==> src/rtl/alu_pkg.sv <==
// Shared opcode encodings, sequencer state type and width default for the ALU sequencer slice.
package alu_pkg;

  localparam int DW_DEFAULT = 16;

  localparam logic [3:0] OP_NOP  = 4'd0;
  localparam logic [3:0] OP_LDI  = 4'd1;
  localparam logic [3:0] OP_ADD  = 4'd2;
  localparam logic [3:0] OP_SUB  = 4'd3;
  localparam logic [3:0] OP_OR   = 4'd4;
  localparam logic [3:0] OP_XOR  = 4'd5;
  localparam logic [3:0] OP_AND  = 4'd6;
  localparam logic [3:0] OP_NAND = 4'd7;
  localparam logic [3:0] OP_NOR  = 4'd8;
  localparam logic [3:0] OP_NOT  = 4'd9;

  typedef enum logic [1:0] {
    IDLE = 2'd0,
    EXEC = 2'd1,
    RESP = 2'd2
  } state_t;

  // Opcodes that go through the external ALU (ADD..NOT); 10-15 are illegal.
  function automatic logic is_alu_op(input logic [3:0] op);
    return (op >= OP_ADD) && (op <= OP_NOT);
  endfunction

endpackage

==> src/rtl/alu_sequencer_if.sv <==
// Command, result and ALU-operand bus between the instruction source / ALU side (master)
// and the sequencer (slave).
interface alu_sequencer_if
  import alu_pkg::*;
#(
  parameter int DW  = DW_DEFAULT,
  parameter int RAW = 3
);
  logic           cmd_valid;
  logic           cmd_ready;
  logic [3:0]     cmd_op;
  logic [RAW-1:0] cmd_dst;
  logic [RAW-1:0] cmd_srca;
  logic [RAW-1:0] cmd_srcb;
  logic [DW-1:0]  cmd_imm;

  logic [DW-1:0]  alu_a;
  logic [DW-1:0]  alu_b;
  logic [3:0]     alu_opcode;
  logic [DW-1:0]  alu_result;

  logic           res_valid;
  logic           res_ready;
  logic [DW-1:0]  res_data;
  logic [RAW-1:0] res_dst;

  logic           busy;
  logic           err_illegal;

  modport master (
    output cmd_valid, cmd_op, cmd_dst, cmd_srca, cmd_srcb, cmd_imm,
    input  cmd_ready,
    input  alu_a, alu_b, alu_opcode,
    output alu_result,
    input  res_valid, res_data, res_dst,
    output res_ready,
    input  busy, err_illegal
  );

  modport slave (
    input  cmd_valid, cmd_op, cmd_dst, cmd_srca, cmd_srcb, cmd_imm,
    output cmd_ready,
    output alu_a, alu_b, alu_opcode,
    input  alu_result,
    output res_valid, res_data, res_dst,
    input  res_ready,
    output busy, err_illegal
  );

endinterface

==> src/rtl/alu_regfile.sv <==
// NREG x DW register file: one synchronous write port, two asynchronous read ports,
// cleared to zero on reset.
module alu_regfile
  import alu_pkg::*;
#(
  parameter int DW   = DW_DEFAULT,
  parameter int NREG = 8,
  parameter int RAW  = 3
) (
  input  logic           clk,
  input  logic           rst,
  input  logic           we,
  input  logic [RAW-1:0] waddr,
  input  logic [DW-1:0]  wdata,
  input  logic [RAW-1:0] raddr_a,
  input  logic [RAW-1:0] raddr_b,
  output logic [DW-1:0]  rdata_a,
  output logic [DW-1:0]  rdata_b
);

  logic [DW-1:0] mem [NREG];

  always_ff @(posedge clk or posedge rst) begin
    if (rst) begin
      for (int i = 0; i < NREG; i++) mem[i] <= '0;
    end else if (we) begin
      mem[waddr] <= wdata;
    end
  end

  assign rdata_a = mem[raddr_a];
  assign rdata_b = mem[raddr_b];

endmodule

==> src/rtl/alu_sequencer.sv <==
// Command sequencer: accepts one command, reads operands, drives the external ALU,
// writes the result back and returns it over the result handshake.
//
//  state | meaning
//  IDLE  | ready for a command; NOP/illegal are consumed here
//  EXEC  | ALU operands registered; capture alu_result next edge
//  RESP  | result presented until res_ready
module alu_sequencer
  import alu_pkg::*;
#(
  parameter int DW   = DW_DEFAULT,
  parameter int NREG = 8,
  parameter int RAW  = 3
) (
  input logic            clk,
  input logic            rst,
  alu_sequencer_if.slave bus
);

  state_t         state;
  logic [RAW-1:0] dst_q;
  logic [DW-1:0]  alu_a_q;
  logic [DW-1:0]  alu_b_q;
  logic [3:0]     alu_op_q;
  logic [DW-1:0]  res_data_q;
  logic [RAW-1:0] res_dst_q;
  logic           err_q;

  logic           rf_we;
  logic [RAW-1:0] rf_waddr;
  logic [DW-1:0]  rf_wdata;
  logic [DW-1:0]  rd_a;
  logic [DW-1:0]  rd_b;

  // Write port: LDI writes straight from the command, ALU ops write back during EXEC.
  always_comb begin
    rf_we    = 1'b0;
    rf_waddr = dst_q;
    rf_wdata = bus.alu_result;
    if (state == EXEC) begin
      rf_we = 1'b1;
    end else if (state == IDLE && bus.cmd_valid && bus.cmd_op == OP_LDI) begin
      rf_we    = 1'b1;
      rf_waddr = bus.cmd_dst;
      rf_wdata = bus.cmd_imm;
    end
  end

  alu_regfile #(
    .DW   (DW),
    .NREG (NREG),
    .RAW  (RAW)
  ) u_regfile (
    .clk     (clk),
    .rst     (rst),
    .we      (rf_we),
    .waddr   (rf_waddr),
    .wdata   (rf_wdata),
    .raddr_a (bus.cmd_srca),
    .raddr_b (bus.cmd_srcb),
    .rdata_a (rd_a),
    .rdata_b (rd_b)
  );

  always_ff @(posedge clk or posedge rst) begin
    if (rst) begin
      state      <= IDLE;
      dst_q      <= '0;
      alu_a_q    <= '0;
      alu_b_q    <= '0;
      alu_op_q   <= '0;
      res_data_q <= '0;
      res_dst_q  <= '0;
      err_q      <= 1'b0;
    end else begin
      case (state)
        IDLE: begin
          if (bus.cmd_valid) begin
            if (is_alu_op(bus.cmd_op)) begin
              alu_a_q  <= rd_a;
              alu_b_q  <= rd_b;
              alu_op_q <= bus.cmd_op;
              dst_q    <= bus.cmd_dst;
              state    <= EXEC;
            end else if (bus.cmd_op == OP_LDI) begin
              res_data_q <= bus.cmd_imm;
              res_dst_q  <= bus.cmd_dst;
              state      <= RESP;
            end else if (bus.cmd_op != OP_NOP) begin
              err_q <= 1'b1;
            end
          end
        end
        EXEC: begin
          res_data_q <= bus.alu_result;
          res_dst_q  <= dst_q;
          state      <= RESP;
        end
        RESP: begin
          if (bus.res_ready) state <= IDLE;
        end
        default: state <= IDLE;
      endcase
    end
  end

  assign bus.cmd_ready   = (state == IDLE);
  assign bus.busy        = (state != IDLE);
  assign bus.res_valid   = (state == RESP);
  assign bus.alu_a       = alu_a_q;
  assign bus.alu_b       = alu_b_q;
  assign bus.alu_opcode  = alu_op_q;
  assign bus.res_data    = res_data_q;
  assign bus.res_dst     = res_dst_q;
  assign bus.err_illegal = err_q;

endmodule
==> src/flat_wrapper.sv <==
// flat-port wrapper written by rule: the top's interface ports become plain ports
module alu_sequencer_flat import alu_pkg::*;
#(
  parameter int DW   = DW_DEFAULT,
  parameter int NREG = 8,
  parameter int RAW  = 3
)
  (clk, rst, bus_cmd_valid, bus_cmd_op, bus_cmd_dst, bus_cmd_srca, bus_cmd_srcb, bus_cmd_imm, bus_cmd_ready, bus_alu_a, bus_alu_b, bus_alu_opcode, bus_alu_result, bus_res_valid, bus_res_data, bus_res_dst, bus_res_ready, bus_busy, bus_err_illegal);
  alu_sequencer_if #(.DW(DW), .RAW(RAW)) bus_i ();
  input logic clk;
  input logic rst;
  input wire logic [$bits(bus_i.cmd_valid)-1:0] bus_cmd_valid;
  input wire logic [$bits(bus_i.cmd_op)-1:0] bus_cmd_op;
  input wire logic [$bits(bus_i.cmd_dst)-1:0] bus_cmd_dst;
  input wire logic [$bits(bus_i.cmd_srca)-1:0] bus_cmd_srca;
  input wire logic [$bits(bus_i.cmd_srcb)-1:0] bus_cmd_srcb;
  input wire logic [$bits(bus_i.cmd_imm)-1:0] bus_cmd_imm;
  output wire logic [$bits(bus_i.cmd_ready)-1:0] bus_cmd_ready;
  output wire logic [$bits(bus_i.alu_a)-1:0] bus_alu_a;
  output wire logic [$bits(bus_i.alu_b)-1:0] bus_alu_b;
  output wire logic [$bits(bus_i.alu_opcode)-1:0] bus_alu_opcode;
  input wire logic [$bits(bus_i.alu_result)-1:0] bus_alu_result;
  output wire logic [$bits(bus_i.res_valid)-1:0] bus_res_valid;
  output wire logic [$bits(bus_i.res_data)-1:0] bus_res_data;
  output wire logic [$bits(bus_i.res_dst)-1:0] bus_res_dst;
  input wire logic [$bits(bus_i.res_ready)-1:0] bus_res_ready;
  output wire logic [$bits(bus_i.busy)-1:0] bus_busy;
  output wire logic [$bits(bus_i.err_illegal)-1:0] bus_err_illegal;
  assign bus_i.cmd_valid = bus_cmd_valid;
  assign bus_i.cmd_op = bus_cmd_op;
  assign bus_i.cmd_dst = bus_cmd_dst;
  assign bus_i.cmd_srca = bus_cmd_srca;
  assign bus_i.cmd_srcb = bus_cmd_srcb;
  assign bus_i.cmd_imm = bus_cmd_imm;
  assign bus_cmd_ready = bus_i.cmd_ready;
  assign bus_alu_a = bus_i.alu_a;
  assign bus_alu_b = bus_i.alu_b;
  assign bus_alu_opcode = bus_i.alu_opcode;
  assign bus_i.alu_result = bus_alu_result;
  assign bus_res_valid = bus_i.res_valid;
  assign bus_res_data = bus_i.res_data;
  assign bus_res_dst = bus_i.res_dst;
  assign bus_i.res_ready = bus_res_ready;
  assign bus_busy = bus_i.busy;
  assign bus_err_illegal = bus_i.err_illegal;
  alu_sequencer #(.DW(DW), .NREG(NREG), .RAW(RAW)) u_core (.clk(clk), .rst(rst), .bus(bus_i));
endmodule
==> config.mk <==
export PLATFORM = sky130hd
export DESIGN_NAME = alu_sequencer_flat
export DESIGN_NICKNAME = d
export VERILOG_FILES = /design/src/rtl/alu_pkg.sv /design/src/rtl/alu_sequencer_if.sv /design/src/rtl/alu_regfile.sv /design/src/rtl/alu_sequencer.sv /design/src/flat_wrapper.sv
export SDC_FILE = /design/constraint.sdc
export NUM_CORES = 1
export LEC_CHECK = 0
export ABC_CLOCK_PERIOD_IN_PS = 8750
export CAP_MARGIN = 30
export CORE_ASPECT_RATIO = 0.9
export CORE_MARGIN = 3
export CORE_UTILIZATION = 57
export DETAILED_ROUTE_END_ITERATION = 10
export PLACE_DENSITY_LB_ADDON = 0.25
export SYNTH_ARGS = -nofsm -noshare
export SYNTH_HDL_FRONTEND = slang
export SYNTH_SLANG_ARGS = --single-unit
==> constraint.sdc <==
create_clock -name clk -period 8.75 [get_ports clk]
set_input_delay 2.625 -clock clk [delete_from_list [all_inputs] [get_ports clk]]
set_output_delay 2.625 -clock clk [all_outputs]
set_load 0.005 [all_outputs]
Word level (Yosys, flattened, before mapping)
Index checks and enable logic that the tools add are counted.

word-level totals
  flip-flop bits (word level) = 189
  bits of input ports = 49
  memories = 0
  bits in latches = 0
  memory bits (read-only) = 0
  output and inout port bits = 59
  logic and storage cells = 75
  bits in writable memories = 0

cells by class
  $add $sub $neg = 0
  multipliers = 0
  reduce and logical (&&, ||, !) cells = 12
  shift-type cells = 0
  equal/unequal tests = 8
  multiplexer cells = 28
  bitwise operators = 5
  divide/modulo/power cells = 0
  $lt $le $gt $ge = 6

operator list
  cell                                                                                  count
  16-bit 2-to-1 mux                                                                     10
  128-bit bitwise mux                                                                   1
  16-bit binary-select mux with 3-bit select                                            2
  16-bit demux with 3-bit select                                                        1
  16-bit one-hot mux with 2 select lines                                                1
  3-bit 2-to-1 mux                                                                      5
  4-bit greater-or-equal comparator (second input constant)                             3
  3-bit inverter with 4-bit output                                                      3
  2-bit 2-to-1 mux                                                                      4
  2-bit one-hot mux with 3 select lines                                                 1
  3-bit one-hot mux with 2 select lines                                                 1
  3-bit AND reduction                                                                   2
  5-bit AND reduction                                                                   1
  4-bit by 1-bit == test with 1-bit output (second input constant)                      1
  4-bit by 2-bit greater-or-equal comparator with 1-bit output (second input constant)  1
  4-bit <= comparator (second input constant)                                           1
  1-bit logical AND                                                                     4
  4-bit by 1-bit < comparator with 1-bit output (second input constant)                 1
  2-bit by 1-bit inequality test with 1-bit output (second input constant)              2
  2-bit inequality test (second input constant)                                         2
  4-bit AND reduction                                                                   1
  2-bit nonzero test                                                                    2
  4-bit nonzero test                                                                    1
  3-bit by 1-bit inequality test with 1-bit output (second input constant)              1
  5 further kinds                                                                       7

Depth between registers and ports, before layout
Gate-level depths: netlist (run 1).

  depth in word-level cells = 11
  mapped depth = 8
  gate-level depth less buffers = 4

Hierarchy
A second synthesis (run 1) with hierarchy kept.

second synthesis, totals
  cell total of the unflattened synthesis = 644
  area, all modules = 10063.4 um^2

modules (own cells, without submodules)
  module         times used  cells each  area an instance (um^2)  seq. area each (um^2)
  alu_regfile    1           396         7043.0                   3203.1
  alu_sequencer  1           248         3020.4                   1526.5

Worst setup path after synthesis (run 1)
Ideal clock, no wire load.

  path kind = input to register
  from = in bus_cmd_op[1]
  to = reg u_core.u_regfile.mem[112] (netlist name)
  buffers on the path = 3
  stages = 7
  path slack = 4.575 ns
  arrival time = 4.052 ns
  data required time = 8.627 ns
  library setup time = 0.123 ns
  cell sequence = nor4b_4 -> nand4bb_1 -> buf_2 -> nand2b_1 -> buf_2 -> buf_6 -> o221a_2

between the ends
  cells in the longest elaborated chain, start to end = 10
  elaborated cells on any way between the ends = 15
  classes of those cells = order compare: 2; eq/ne: 1; mux: 9; bitwise: 1; reduce/logical: 2

RTL lines
  element                                                                                                                          line                 source
  start, declared                                                                                                                  flat_wrapper.sv:13   input wire logic [$bits(bus_i.cmd_op)-1:0] bus_cmd_op;
  4-bit by 1-bit == test with 1-bit output *                                                                                       alu_sequencer.sv:42  end else if (state == IDLE && bus.cmd_valid && bus.cmd_op == OP_LDI) begin
  1-bit logical AND *                                                                                                              alu_sequencer.sv:42
  3-bit 2-to-1 mux                                                                                                                 alu_sequencer.sv:42
  3-bit 2-to-1 mux                                                                                                                 alu_sequencer.sv:40  if (state == EXEC) begin
  3-bit inverter with 4-bit output (not written as such)                                                                           alu_regfile.sv:27    mem[waddr] <= wdata;
  4-bit greater-or-equal comparator (not written as such) / 4-bit by 1-bit < comparator with 1-bit output (equally long branches)  alu_regfile.sv:27
  1-bit logical AND (not written as such)                                                                                          alu_regfile.sv:27
  16-bit 2-to-1 mux (not written as such)                                                                                          alu_regfile.sv:27
  16-bit demux with 3-bit select                                                                                                   alu_regfile.sv:27
  128-bit bitwise mux                                                                                                              alu_regfile.sv:27
  end signal, assigned by index                                                                                                    alu_regfile.sv:27
  end, declared                                                                                                                    alu_regfile.sv:21    logic [DW-1:0] mem [NREG];

Mark *: on every way between the ends. The rest lies on a longest branch, timed or not.
A chain may end at the register's enable or synchronous reset.

Worst setup path in the final report (run 1)
  from = in bus_cmd_op[1]
  to = reg u_core.u_regfile.mem[125] (netlist name)

Same word-level chain as after synthesis.

==> results of run 1 <==
layout make-up:
cell class	count	area, sq um	share of cell area [%]
Inverter	37	144	1.20
Clock inverter	10	129	1.07
Sequential cell	189	4730	39.4
Clock buffer	22	474	3.95
Tap cell	235	294	2.45
Multi-Input combinational cell	510	4970	41.4
Timing Repair Buffer	125	1260	10.5
registers in the layout, indices dropped and copies added (netlist names):
register                count
u_core.bus.err_illegal      1
u_core.bus.alu_opcode       4
u_core.bus.alu_b           16
u_core.bus.res_data        16
u_core.dst_q                3
u_core.bus.res_dst          3
u_core.bus.alu_a           16
u_core.state                2
u_core.u_regfile.mem      128
metal layers:
metal | part of all wire, % | GRT usage (%) | vias to the layer above
met5 | 0.16 | 2.00 | -
met4 | 2.2 | 11.9 | 2
met3 | 11 | 9.46 | 60
met2 | 46 | 45.2 | 523
met1 | 41 | 41.8 | 3973
li1 | - | - | 3286
cell families (layout without fill, tap and decap cells):
logic type             after synthesis  after routing  synth area share [%]
DFF                                189            189                  46.2
and+or+nand+nor                    149            149                  8.62
buffers and inverters              126            194                  5.41
muxes                              138            138                  21.8
AOI/OAI and AO/OA                  223            223                  18.0
worst paths after layout:
path / start / end / depth (start not counted) / slack, ns
max: bus_cmd_op[1] / u_core.u_regfile.mem[125]$_DFFE_PP0P_ / 5 / 3.22
min: u_core.bus.alu_a[3]$_DFFE_PP0P_ / u_core.bus.alu_a[3]$_DFFE_PP0P_ / 2 / 0.48
max reg2reg: u_core.state[0]$_DFFE_PP0P_ / u_core.u_regfile.mem[125]$_DFFE_PP0P_ / 4 / 5.66
min reg2reg: u_core.bus.alu_a[3]$_DFFE_PP0P_ / u_core.bus.alu_a[3]$_DFFE_PP0P_ / 2 / 0.48
max in group asynchronous: rst / u_core.u_regfile.mem[61]$_DFFE_PP0P_ / 4 / 5.32
min in group asynchronous: rst / u_core.bus.res_data[2]$_DFFE_PP0P_ / 2 / 2.50
critical path: cells and delay by family:
kind,cells,cell delay [ns]
AND/OR/NAND/NOR,3,2.27
AO/OA/AOI/OAI,1,0.45
buffers and inverters,1,0.50
power groups by stage:
stage,Combinational [W],Clock [W],Sequential [W]
after floorplan,0.000817,0,0.00154
after global placement,0.00124,0,0.00157
after detailed placement,0.00129,0,0.00163
after CTS,0.00129,0.000801,0.00162
after global routing,0.00140,0.000837,0.00167
final,0.00130,0.000794,0.00163
cell usage in the layout (no fill, tap or decap), types with 19 or more instances in the layout:
cell type	netlist	layout
or2_2	23	23
mux2_2	42	42
nand2_1	39	39
o221a_1	36	36
dfrtp_1	189	189
o22ai_1	32	32
nand2b_1	19	19
a21oi_1	33	33
mux4_2	64	64
clkdlybuf4s50_1	0	105
inv_1	37	36
o221a_2	44	44
mux2i_1	32	32
or3_1	35	35
o21ai_0	34	34
through the flow:
step                      instance area [sq um]  hold slack [ns]
after floorplan                           10200            0.468
after global placement                    11300            0.459
after detailed placement                  11300            0.466
after CTS                                 11900            0.484
after global routing                      12000            0.501
final                                     12000            0.480
==> impl_metrics.tcl, run 1 <==
set metrics [dict create \
    ios 108 \
    cts_buffers 17 \
    synth_top_area_share_pct 46.2 \
    clkTransAtPathRegs_ns 0.07 \
    critPathMaxStageDelay_ns 0.88 \
    ant_nets 0 \
    area_growth_pct 17.1 \
    antenna_found_initial 0 \
    final_nets 929 \
    status "finished clean" \
    placement_rows 45 \
    synthCells 825 \
    core_sq_um 17200 \
    grt_overflow 0 \
    drv_cap 0 \
    startpoint_type "input pin" \
    grt_pass1_wl_mm 45.3 \
    htreeDepth 4 \
    syn_area_sq_um 10200 \
    dp_hpwl_mm 18.7 \
    crit_arrival_ns 5.84 \
    crit_slowest_cell "nand4bb_1" \
    internal-power_w 0.00257 \
    total_leakage_power_nw 4.71 \
    place_ws_ns 2.88 \
    dieArea_sq_um 19600 \
    clockBufferDepth 2 \
    ir_drop_uv 203 \
    slew_violations 0 \
    drive_gt1_share_pct 26.5 \
    clk_latency_ns 0.43 \
    worst_slew_pin_slew_ns 1.13 \
    power.switching_w 0.00116 \
    cts_hold_buf 0 \
    vias 7844 \
    wire_per_inst_um 26.1 \
    synth_nets 874 \
    vias_per_cell 6.95 \
    final_util_pct 69.7 \
    dieHeight_um 133 \
    ctsResizeCount 0 \
    n_fill_cell 1232 \
    power_frac_comb_pct 34.9 \
    yosysSeqAreaShare_pct 46.2 \
    fp.dieW_um 147 \
    routed_wl_mm 29.5 \
    diodes 0 \
    rsz0062_at_grt "false" \
    power_w 0.00372 \
    synth.area.top_cells "dfrtp_1, mux4_2, o221a_2" \
    yosys.cell_types.count 45 \
    synth.most_common_cell "dfrtp_1" \
    final.setup.worst_slack_ns 3.22 \
    hold_viol_final 0 \
    io_buffers 107 \
    crit_fanout 19 \
    synth_seq_cells 189 \
    cp.required_ns 9.07 \
    finalCritPeriodShare_pct 63.2 \
    clockRootBuffer "clkbuf_16" \
    cts_setup_buffers 0 \
    place_inst 1090 \
    setup_viol 0 \
    synth_warnings 0 \
    grt_max_degree 114 \
    fin_cells 1128 \
    drtIter0Drc 1102 \
    relSlewSlack_pct 24.5 \
    yosys.area.top_type "dfrtp_1" \
    crit_chain "clkdlybuf4s50_1 > nor4b_4 > nand4bb_1 > nand2b_1 > o221a_2" \
    drc 0 \
    worstSetupEndpointType "register" \
    synth_edf_count 0 \
    drt-pass1-iter-count 5 \
    cts.sinks 189 \
    gp_congestion 0.848 \
    fin_crit_ns 5.53 \
    synth_top_flop_cell "dfrtp_1" \
    cts_tree "built" \
    clkPwrFrac_pct 21.3 \
    p_per_area_nw_per_um2 310 \
    worstSetupPathType "in -> reg" \
    hp-class "reg -> reg" \
    async_flop_share_pct 100 \
    start_util_pct 59.5 \
    power_frac_seq_pct 43.8 \
    synth_commonest_cells "dfrtp_1, mux4_2, o221a_2" \
    track_usage_pct 30.3 \
    max_freq_mhz 181 \
    synth_area_per_cell_sq_um 12.4 \
    swShare_pct 31.0 \
    tns_ns 0 \
    skew_ns 0.00730 \
    grt_pass1_vias 7940 \
]
Power figures use the tool's default switching activity.
==> run 2: changes to the inputs <==
ABC_CLOCK_PERIOD_IN_PS = 5200   (was 8750)
clock period = 5.2 ns   (was 8.75 ns; I/O delays follow)
==> run 2 against run 1 <==
Register-to-register slack worse by 3.5 ns. Clock skew decreased by 0.0013 ns. Worst hold slack gained 0.0011 ns. Routed wire length grew 2.3%. Sequential share of layout area grew 0.11 points. Sequential power is 69% higher. Clock power grew 60%. Clock-buffer cell count down 2. Highest routed layer is now met4.
==> impl_metrics.tcl, run 2 (synthesized netlist as in run 1, its figures left out) <==
set metrics [dict create \
    status "finished clean" \
    cts.sinks 189 \
    clkTransAtPathRegs_ns 0.07 \
    grt_overflow 0 \
    vias_per_cell 7.01 \
    rr_worst_depth 4 \
    fin_hold_ws_ns 0.482 \
    crit_arrival_ns 4.11 \
    layout_common_cells "dfrtp_1, clkdlybuf4s50_1, mux4_2" \
    worstSetupPathType "in -> reg" \
    worstSetupEndpointType "register" \
    drv_cap 0 \
    gp_congestion 0.859 \
    skew_ns 0.00603 \
    cp.required_ns 5.52 \
    largest_reg_flops 128 \
    r2r-end "u_core.u_regfile.mem[100]$_DFFE_PP0P_" \
    fin_crit_ns 3.78 \
    dp_hpwl_mm 20.0 \
    setup_viol 0 \
    top_register "u_core.u_regfile.mem" \
    drc 0 \
    cts_tree "built" \
    cts_setup_buffers 0 \
    layout_commonest_cell "dfrtp_1" \
    clk_latency_ns 0.44 \
    cts_hold_buf 0 \
    dieArea_sq_um 19600 \
    drive_gt1_share_pct 26.9 \
    worst_slew_pin_slew_ns 1.04 \
    multi_input_area_sq_um 4970 \
    drt-pass1-iter-count 5 \
    area_growth_pct 16.8 \
    finalCritPeriodShare_pct 72.7 \
    placement_rows 45 \
    ir_drop_uv 295 \
    startpoint_type "input pin" \
    crit_fanout 19 \
    clockBufferDepth 2 \
    tns_ns 0 \
    final_nets 935 \
    max_freq_mhz 264 \
    fp.dieW_um 147 \
    p_per_area_nw_per_um2 520 \
    min_from "u_core.bus.alu_a[3]$_DFFE_PP0P_" \
    vias 7942 \
    dieHeight_um 133 \
    antenna_found_initial 0 \
    seqCellArea_sq_um 4730 \
    grt_max_degree 190 \
    diodes 0 \
    hp-class "reg -> reg" \
    worstReg2RegStart "u_core.state[1]$_DFFE_PP0P_" \
    cts_buffers 17 \
    wire_per_inst_um 26.6 \
    track_usage_pct 31.1 \
    startpoint "bus_cmd_op[1]" \
    ctsResizeCount 0 \
    ios 108 \
    ant_nets 0 \
    crit_end "u_core.u_regfile.mem[121]$_DFFE_PP0P_" \
    total_leakage_power_nw 4.70 \
    slew_violations 0 \
    n_fill_cell 1221 \
    grt_pass1_vias 7960 \
    core_sq_um 17200 \
    hold_viol_final 0 \
    htreeDepth 4 \
    clockRootBuffer "clkbuf_16" \
    drtIter0Drc 1143 \
    start_util_pct 59.5 \
    routed_wl_mm 30.1 \
    r2r_setup_slack_ns 2.15 \
    io_buffers 107 \
    rsz0062_at_grt "false" \
    relSlewSlack_pct 30.3 \
    grt_pass1_wl_mm 46.7 \
]
[run 2: metal layers]
metal	vias to the layer above	part of all wire (%)	global-route usage, %
met5	-	0	0
met4	0	3.0	11.1
met3	80	11	9.29
met2	541	46	47.7
met1	4021	40	42.8
li1	3300	-	-
[run 2: worst min path at each step]
stage                                              end  cells past startpoint
floorplan           u_core.bus.err_illegal$_DFFE_PP0P_                      1
global placement    u_core.bus.err_illegal$_DFFE_PP0P_                      1
detailed placement     u_core.bus.alu_b[4]$_DFFE_PP0P_                      2
CTS                    u_core.bus.alu_b[4]$_DFFE_PP0P_                      2
global route           u_core.bus.alu_b[4]$_DFFE_PP0P_                      2
finish                 u_core.bus.alu_a[3]$_DFFE_PP0P_                      2
[run 2: area by class of cell]
class | instances | area share (%)
Clock inverter | 11 | 0.930
Sequential cell | 189 | 39.5
Tap cell | 235 | 2.46
Inverter | 37 | 1.19
Timing Repair Buffer | 131 | 10.7
Clock buffer | 20 | 3.73
Multi-Input combinational cell | 510 | 41.5
[run 2: where the power goes]
group	internal, W	switching [W]
Combinational	0.00138	0.000823
Clock	0.000679	0.000590
Sequential	0.00219	0.000562
Total	0.00425	0.00197
[run 2: critical path, cell delays in order]
cell and delay (ns):
clkdlybuf4s50_1 0.50, nor4b_4 0.57, nand4bb_1 0.17, buf_4 0.25, nand2b_1 0.56, o221a_2 0.48
[run 2: metrics by stage]
stage	cells	util [%]	total power, W	cell area, sq um	setup slack, ns
after global routing	1133	69.5	0.00653	12000	1.36
after global placement	1099	66.0	0.00475	11400	1.10
after detailed placement	1102	66.2	0.00494	11400	1.03
after CTS	1133	69.5	0.00620	12000	1.47
after floorplan	825	-	0.00396	10300	1.21
final	1133	69.5	0.00623	12000	1.42
